===== src/rtl/pc_gen_unit.sv =====
// Program-counter generator for the single-cycle core.
// Picks the next fetch address from sequential/JAL/JALR/branch sources,
// handshakes with instruction memory, traps on misaligned control-flow
// targets and runs a circular return-address stack that flags
// mispredicted returns.
module pc_gen_unit #(
  parameter int              XLEN      = 32,
  parameter logic [XLEN-1:0] RESET_VEC = '0,
  parameter logic [XLEN-1:0] TRAP_VEC  = XLEN'('h100),
  parameter int              RAS_DEPTH = 4
) (
  input  logic                         clk,
  input  logic                         rst_n,
  input  logic                         fetch_ready,
  output logic [XLEN-1:0]              pc,
  output logic                         pc_valid,
  output logic [XLEN-1:0]              pc_plus4,
  input  logic [XLEN-1:0]              imm,
  input  logic [XLEN-1:0]              rs1_val,
  input  logic                         branch,
  input  logic                         alu_zero,
  input  logic                         jal,
  input  logic                         jalr,
  input  logic                         is_call,
  input  logic                         is_ret,
  input  logic                         trap_clear,
  output logic                         misalign_trap,
  output logic                         ras_mispredict,
  output logic [$clog2(RAS_DEPTH):0]   ras_count
);

  localparam int PTR_W = $clog2(RAS_DEPTH);
  localparam int CNT_W = PTR_W + 1;
  localparam logic [CNT_W-1:0] RAS_FULL = CNT_W'(RAS_DEPTH);

  typedef enum logic [1:0] {
    ST_BOOT = 2'd0,
    ST_RUN  = 2'd1,
    ST_TRAP = 2'd2
  } state_t;

  state_t state, state_next;

  logic             advance;
  logic             take;
  logic             misaligned;
  logic [XLEN-1:0]  jalr_sum;
  logic [XLEN-1:0]  rel_tgt;
  logic [XLEN-1:0]  tgt;

  logic [XLEN-1:0]  ras_mem [RAS_DEPTH];
  logic [PTR_W-1:0] ras_ptr, ptr_next;
  logic [CNT_W-1:0] cnt_next;
  logic [XLEN-1:0]  ras_top;
  logic             do_push;
  logic             do_pop;
  logic             pop_miss;

  // Link value and fetch-valid flag derived directly from registered state.
  assign pc_plus4 = pc + XLEN'(4);
  assign pc_valid = (state == ST_RUN);
  assign advance  = pc_valid & fetch_ready;
  assign ras_top  = ras_mem[ras_ptr];

  // State register: BOOT lasts exactly one edge, TRAP waits for trap_clear.
  // NOTE: sequential state uses non-blocking assignments so every register
  // samples pre-edge values regardless of block ordering.
  always_ff @(posedge clk or negedge rst_n) begin
    if (!rst_n) state <= ST_BOOT;
    else        state <= state_next;
  end

  // Next-state logic.
  always_comb begin
    // NOTE: default first so every path assigns state_next and no latch is inferred.
    state_next = state;
    unique case (state)
      ST_BOOT: state_next = ST_RUN;
      ST_RUN:  if (advance && misaligned) state_next = ST_TRAP;
      ST_TRAP: if (trap_clear) state_next = ST_RUN;
      default: state_next = ST_BOOT;
    endcase
  end

  // Target selection in priority order jalr > jal > taken branch > pc+4,
  // plus alignment check on redirected targets only.
  always_comb begin
    jalr_sum   = rs1_val + imm;
    rel_tgt    = pc + imm;
    take       = jalr | jal | (branch & alu_zero);
    tgt        = pc_plus4;
    if (jalr)                           tgt = {jalr_sum[XLEN-1:1], 1'b0};
    else if (jal || (branch && alu_zero)) tgt = rel_tgt;
    misaligned = take & (tgt[1:0] != 2'b00);
  end

  // RAS control: only aligned advances touch the stack; a misaligned
  // advance flushes it instead.
  always_comb begin
    do_push  = advance & ~misaligned & is_call & (jal | jalr);
    do_pop   = advance & ~misaligned & is_ret & jalr;
    pop_miss = do_pop & ((ras_count == '0) | (ras_top != tgt));
    ptr_next = ras_ptr;
    cnt_next = ras_count;
    if (advance && misaligned) begin
      cnt_next = '0;
    end else if (do_push && do_pop) begin
      // Coroutine swap: top entry replaced in place, depth unchanged.
      ptr_next = ras_ptr;
    end else if (do_push) begin
      ptr_next = ras_ptr + PTR_W'(1);
      if (ras_count != RAS_FULL) cnt_next = ras_count + CNT_W'(1);
    end else if (do_pop && (ras_count != '0)) begin
      ptr_next = ras_ptr - PTR_W'(1);
      cnt_next = ras_count - CNT_W'(1);
    end
  end

  // PC, trap/mispredict pulses and RAS bookkeeping registers.
  always_ff @(posedge clk or negedge rst_n) begin
    if (!rst_n) begin
      pc             <= RESET_VEC;
      misalign_trap  <= 1'b0;
      ras_mispredict <= 1'b0;
      ras_ptr        <= '0;
      ras_count      <= '0;
    end else begin
      misalign_trap  <= advance & misaligned;
      ras_mispredict <= pop_miss;
      ras_ptr        <= ptr_next;
      ras_count      <= cnt_next;
      if (state == ST_TRAP)  pc <= TRAP_VEC;
      else if (advance)      pc <= misaligned ? TRAP_VEC : tgt;
    end
  end

  // RAS storage; on a push the new top lands at ptr_next (in place for a coroutine).
  // NOTE: the storage array has no reset; ras_count gates its validity, so
  // stale contents are harmless and the array can map to plain flops/RAM.
  always_ff @(posedge clk) begin
    if (do_push) ras_mem[ptr_next] <= pc_plus4;
  end

endmodule


===== config.mk =====
export PLATFORM = sky130hd
export DESIGN_NAME = pc_gen_unit
export DESIGN_NICKNAME = d
export VERILOG_FILES = /design/src/rtl/pc_gen_unit.sv
export SDC_FILE = /design/constraint.sdc
export NUM_CORES = 1
export LEC_CHECK = 0
export CORE_UTILIZATION = 58
export DETAILED_ROUTE_END_ITERATION = 10
export PLACE_DENSITY = 0.82
export SLEW_MARGIN = 20
export SYNTH_ARGS = -nofsm -noshare
export SYNTH_HDL_FRONTEND = slang
export SYNTH_SLANG_ARGS = --single-unit

===== constraint.sdc =====
create_clock -name clk -period 5.9 [get_ports clk]
set_input_delay 0.885 -clock clk [delete_from_list [all_inputs] [get_ports clk]]
set_output_delay 0.885 -clock clk [all_outputs]
set_load 0.01 [all_outputs]

==> impl_metrics.toml <==
[run_status]
status = "finished, final reports clean"

[grt]
first_global_vias = 10500
grt_util_all_layers_pct = 36.3
grt_pass1_wl_mm = 59.8
grt_start_max_net_pins = 42
antenna_found_initial = 1
overflow = 0

[cts]
cts_buffers = 17
root_buffer = "clkbuf_16"
htree_levels = 4
cts_tree = "yes"
clk_path_buf_depth = 2
clk_pin_slew_ns = 0.06
clk_latency_ns = 0.42
postCtsSetupBuffers = 0
cts_resized = 0
cts.sinks = 169
ctsHoldBuffers = 0

[run]
timing.max_cap.violations = 0

[sta]
rsz0062_at_grt = "no"
relSlewSlack_pct = 25.5
clock_skew_ns = 0.00899
setup_viol = 0
fmax_mhz = 208
worst_pin_slew_ns = 1.12
period_needed_ns = 4.82
slew_violations = 0
tns_ns = 0
hold_viol_final = 0
period_share_pct = 81.6

[worst_setup_path]
critPathKind = "reg2out"
cp_cell_sequence = "ha_1 > nand4_1 > or4_1 > nor2_1 > nand4_1 > xnor2_1 > clkdlybuf4s50_1"
regToRegStartpoint = "pc[0]"
worstPathRequired_ns = 5.02
startpoint_type = "flip-flop"
critPathCaptureType = "output pin"
critPathSlowestCell = "xnor2_1"
slowest_delay_ns = 0.69
timing.critical_path.from = "pc[2]"
cp_max_fo = 7
cp.arrival_ns = 3.93
cpMostUsedCell = "nand4_1"

[logic_synthesis]
synth_fa_ha_area_share_pct = 6.68
ys_ff_latch = 169
ys_types = 97
synthCells = 1239
synth.yosys.warnings = 0
synth.area.top_cells = "edfxtp_1 (31%), dfrtp_1 (8.2%), ha_1 (6.2%)"
synth_edf_count = 128
syn_nets = 1378
async_reset_ff_share_pct = 24.3
yosys.cell_count.top_type = "edfxtp_1"
avgSynthCellArea_um2 = 10.1
seq_area_frac_synth_pct = 38.9
yosys-top-cells-count = "edfxtp_1 (128), nand2_1 (108), nor2_1 (90)"
synth.mux.area_fraction_pct = 7.04
synth_compound_area_share_pct = 20.2
synthSimpleGateAreaFrac_pct = 16.8
synth-xor-area-share_pct = 6.09
synth.top_cell.area_share_pct = 30.7
synthesis.area_um2 = 12500
synth_top_cell_by_area = "edfxtp_1"
synth_flop_cell = "edfxtp_1"
synth_top_family_by_area = "compound AO/OA/AOI/OAI gates"

[layout]
syn2layout_area_growth_pct = 16.9
drive_above_1_share_pct = 9.22
fillers = 1556
nNetsFinal = 1493
final_cell_area_um2 = 14600

[min_path]
hp-start = "state[0]"
hold_class = "reg2reg"

[power]
p_seq_share_pct = 30.3
peakVddDrop_v = 0.000340
switching_power_mw = 2.70
leakagePower_nw = 5.49
power.internal_mw = 3.51
comb_power_share_pct = 52.4
p_clk_share_pct = 17.4
sw_frac_of_total_pct = 43.5
finalPower_mw = 6.21
power_density_nw_per_um2 = 425

[placement]
hpwl_mm = 29.8
port_buffers = 143
dpl-instance-area_um2 = 14000
gp_congestion = 0.973

[floorplan]
num_io_pins = 144
coreArea_um2 = 21100
die-area_um2 = 22200
initial_core_util_pct = 59.3
die_w_um = 149
die_y_um = 149
num_rows = 53

[detailed_routing]
vias = 11300
dr.pass1.iters = 6
wl_mm = 40.1
wl_per_cell_um = 24.4
drt_first_iter_violations = 1197
via_per_inst = 6.90
ant_nets = 0
drc_errors = 0
path summary, 6_finish.rpt:
| kind | cells after the start | end | slack (ns) |
|---|---|---|---|
| worst min-delay path | 1 | state[0] | 0.47 |
| worst max-delay path | 7 | pc_plus4[30] | 1.08 |
| worst min register to register | 1 | state[0] | 0.47 |
| max in group asynchronous | 1 | ras_ptr[0] | 4.97 |
| min in group asynchronous | 1 | pc[4] | 0.48 |
| worst max register to register | 13 | ras_mem[1][6] | 1.72 |
layer usage:
layer  vias to the layer above  track usage (%)  wire length (um)
li1                       5025                -                 -
met3                        86             6.88              4900
met1                      5413             52.2             16200
met2                       809             56.1             18100
met4                         0             9.95               893
met5                         -                0                 0
power groups by stage:
| stage | Sequential [mW] | Clock (mW) | Combinational (mW) |
|---|---|---|---|
| after global placement | 1.88 | 0 | 3.09 |
| after floorplan | 1.76 | 0 | 2.14 |
| after global routing | 1.89 | 1.14 | 3.45 |
| after detailed placement | 1.88 | 0 | 3.14 |
| final | 1.88 | 1.08 | 3.25 |
| after CTS | 1.86 | 1.09 | 3.18 |
state kept, by name, indices dropped and copies added (netlist names):
register and cells:
misalign_trap 1, ras_mem 128, ras_mispredict 1, state 2, pc 32, ras_ptr 2, ras_count 3
cell usage in the layout, fill, tap and decap left out, drive strengths merged, types with 10 or more instances in the layout:
cell type / netlist / final
and2: 16 / 16
a22o: 15 / 15
buf: 26 / 19
ha: 62 / 62
o22ai: 10 / 10
nand4: 32 / 32
xnor2: 51 / 51
xor2: 36 / 36
clkbuf: 37 / 18
nor2: 90 / 90
a211oi: 17 / 17
o21a: 17 / 17
and4: 10 / 10
and3: 17 / 17
nand2: 108 / 108
or3: 12 / 12
nand3: 31 / 31
nand2b: 10 / 10
a31oi: 11 / 11
o21bai: 12 / 12
mux2i: 16 / 16
nor4: 16 / 16
inv: 37 / 45
o21ai: 63 / 63
clkdlybuf4s50: 0 / 141
o211ai: 19 / 19
nor3: 31 / 31
dfrtp: 41 / 41
a21o: 23 / 23
edfxtp: 128 / 128
a21oi: 83 / 83
mux4: 30 / 30
through the flow:
stage               hold slack, ns  utilization [%]  setup WS [ns]  cells
floorplan                    0.442                -           1.06   1239
global placement             0.452             66.6           1.25   1610
detailed placement           0.460             66.6           1.09   1610
CTS                          0.469             69.3           1.17   1642
global route                 0.481             69.3           1.05   1642
finish                       0.468             69.3           1.08   1643
worst max-delay path: cells and delay by family (launching register included):
family                     cells  cell delay [ns]
adders and majority gates      1             0.30
xor gates and xnor gates       1             0.69
buffers and inverters          1             0.68
and+or+nand+nor                4             1.25
DFF                            1             0.59
layout make-up:
| cell class | count | area, um2 | area share, % |
|---|---|---|---|
| diodes | 1 | 2.50 | 0.0171 |
| multi-input cells | 969 | 7130 | 48.8 |
| well taps | 275 | 344 | 2.35 |
| flip-flops and latches | 169 | 4870 | 33.3 |
| repair buffers | 160 | 1550 | 10.6 |
| clock buffers | 18 | 429 | 2.93 |
| clock inverters | 14 | 154 | 1.05 |
| inverters | 37 | 139 | 0.950 |
cell families after synthesis:
family / Yosys count
AOI/OAI and AO/OA: 360
xor gates and xnor gates: 87
adders and majority gates: 65
buffers and inverters: 101
DFF: 169
muxes: 50
and+or+nand+nor: 407
Note: power is estimated with default switching activity, not from simulation.
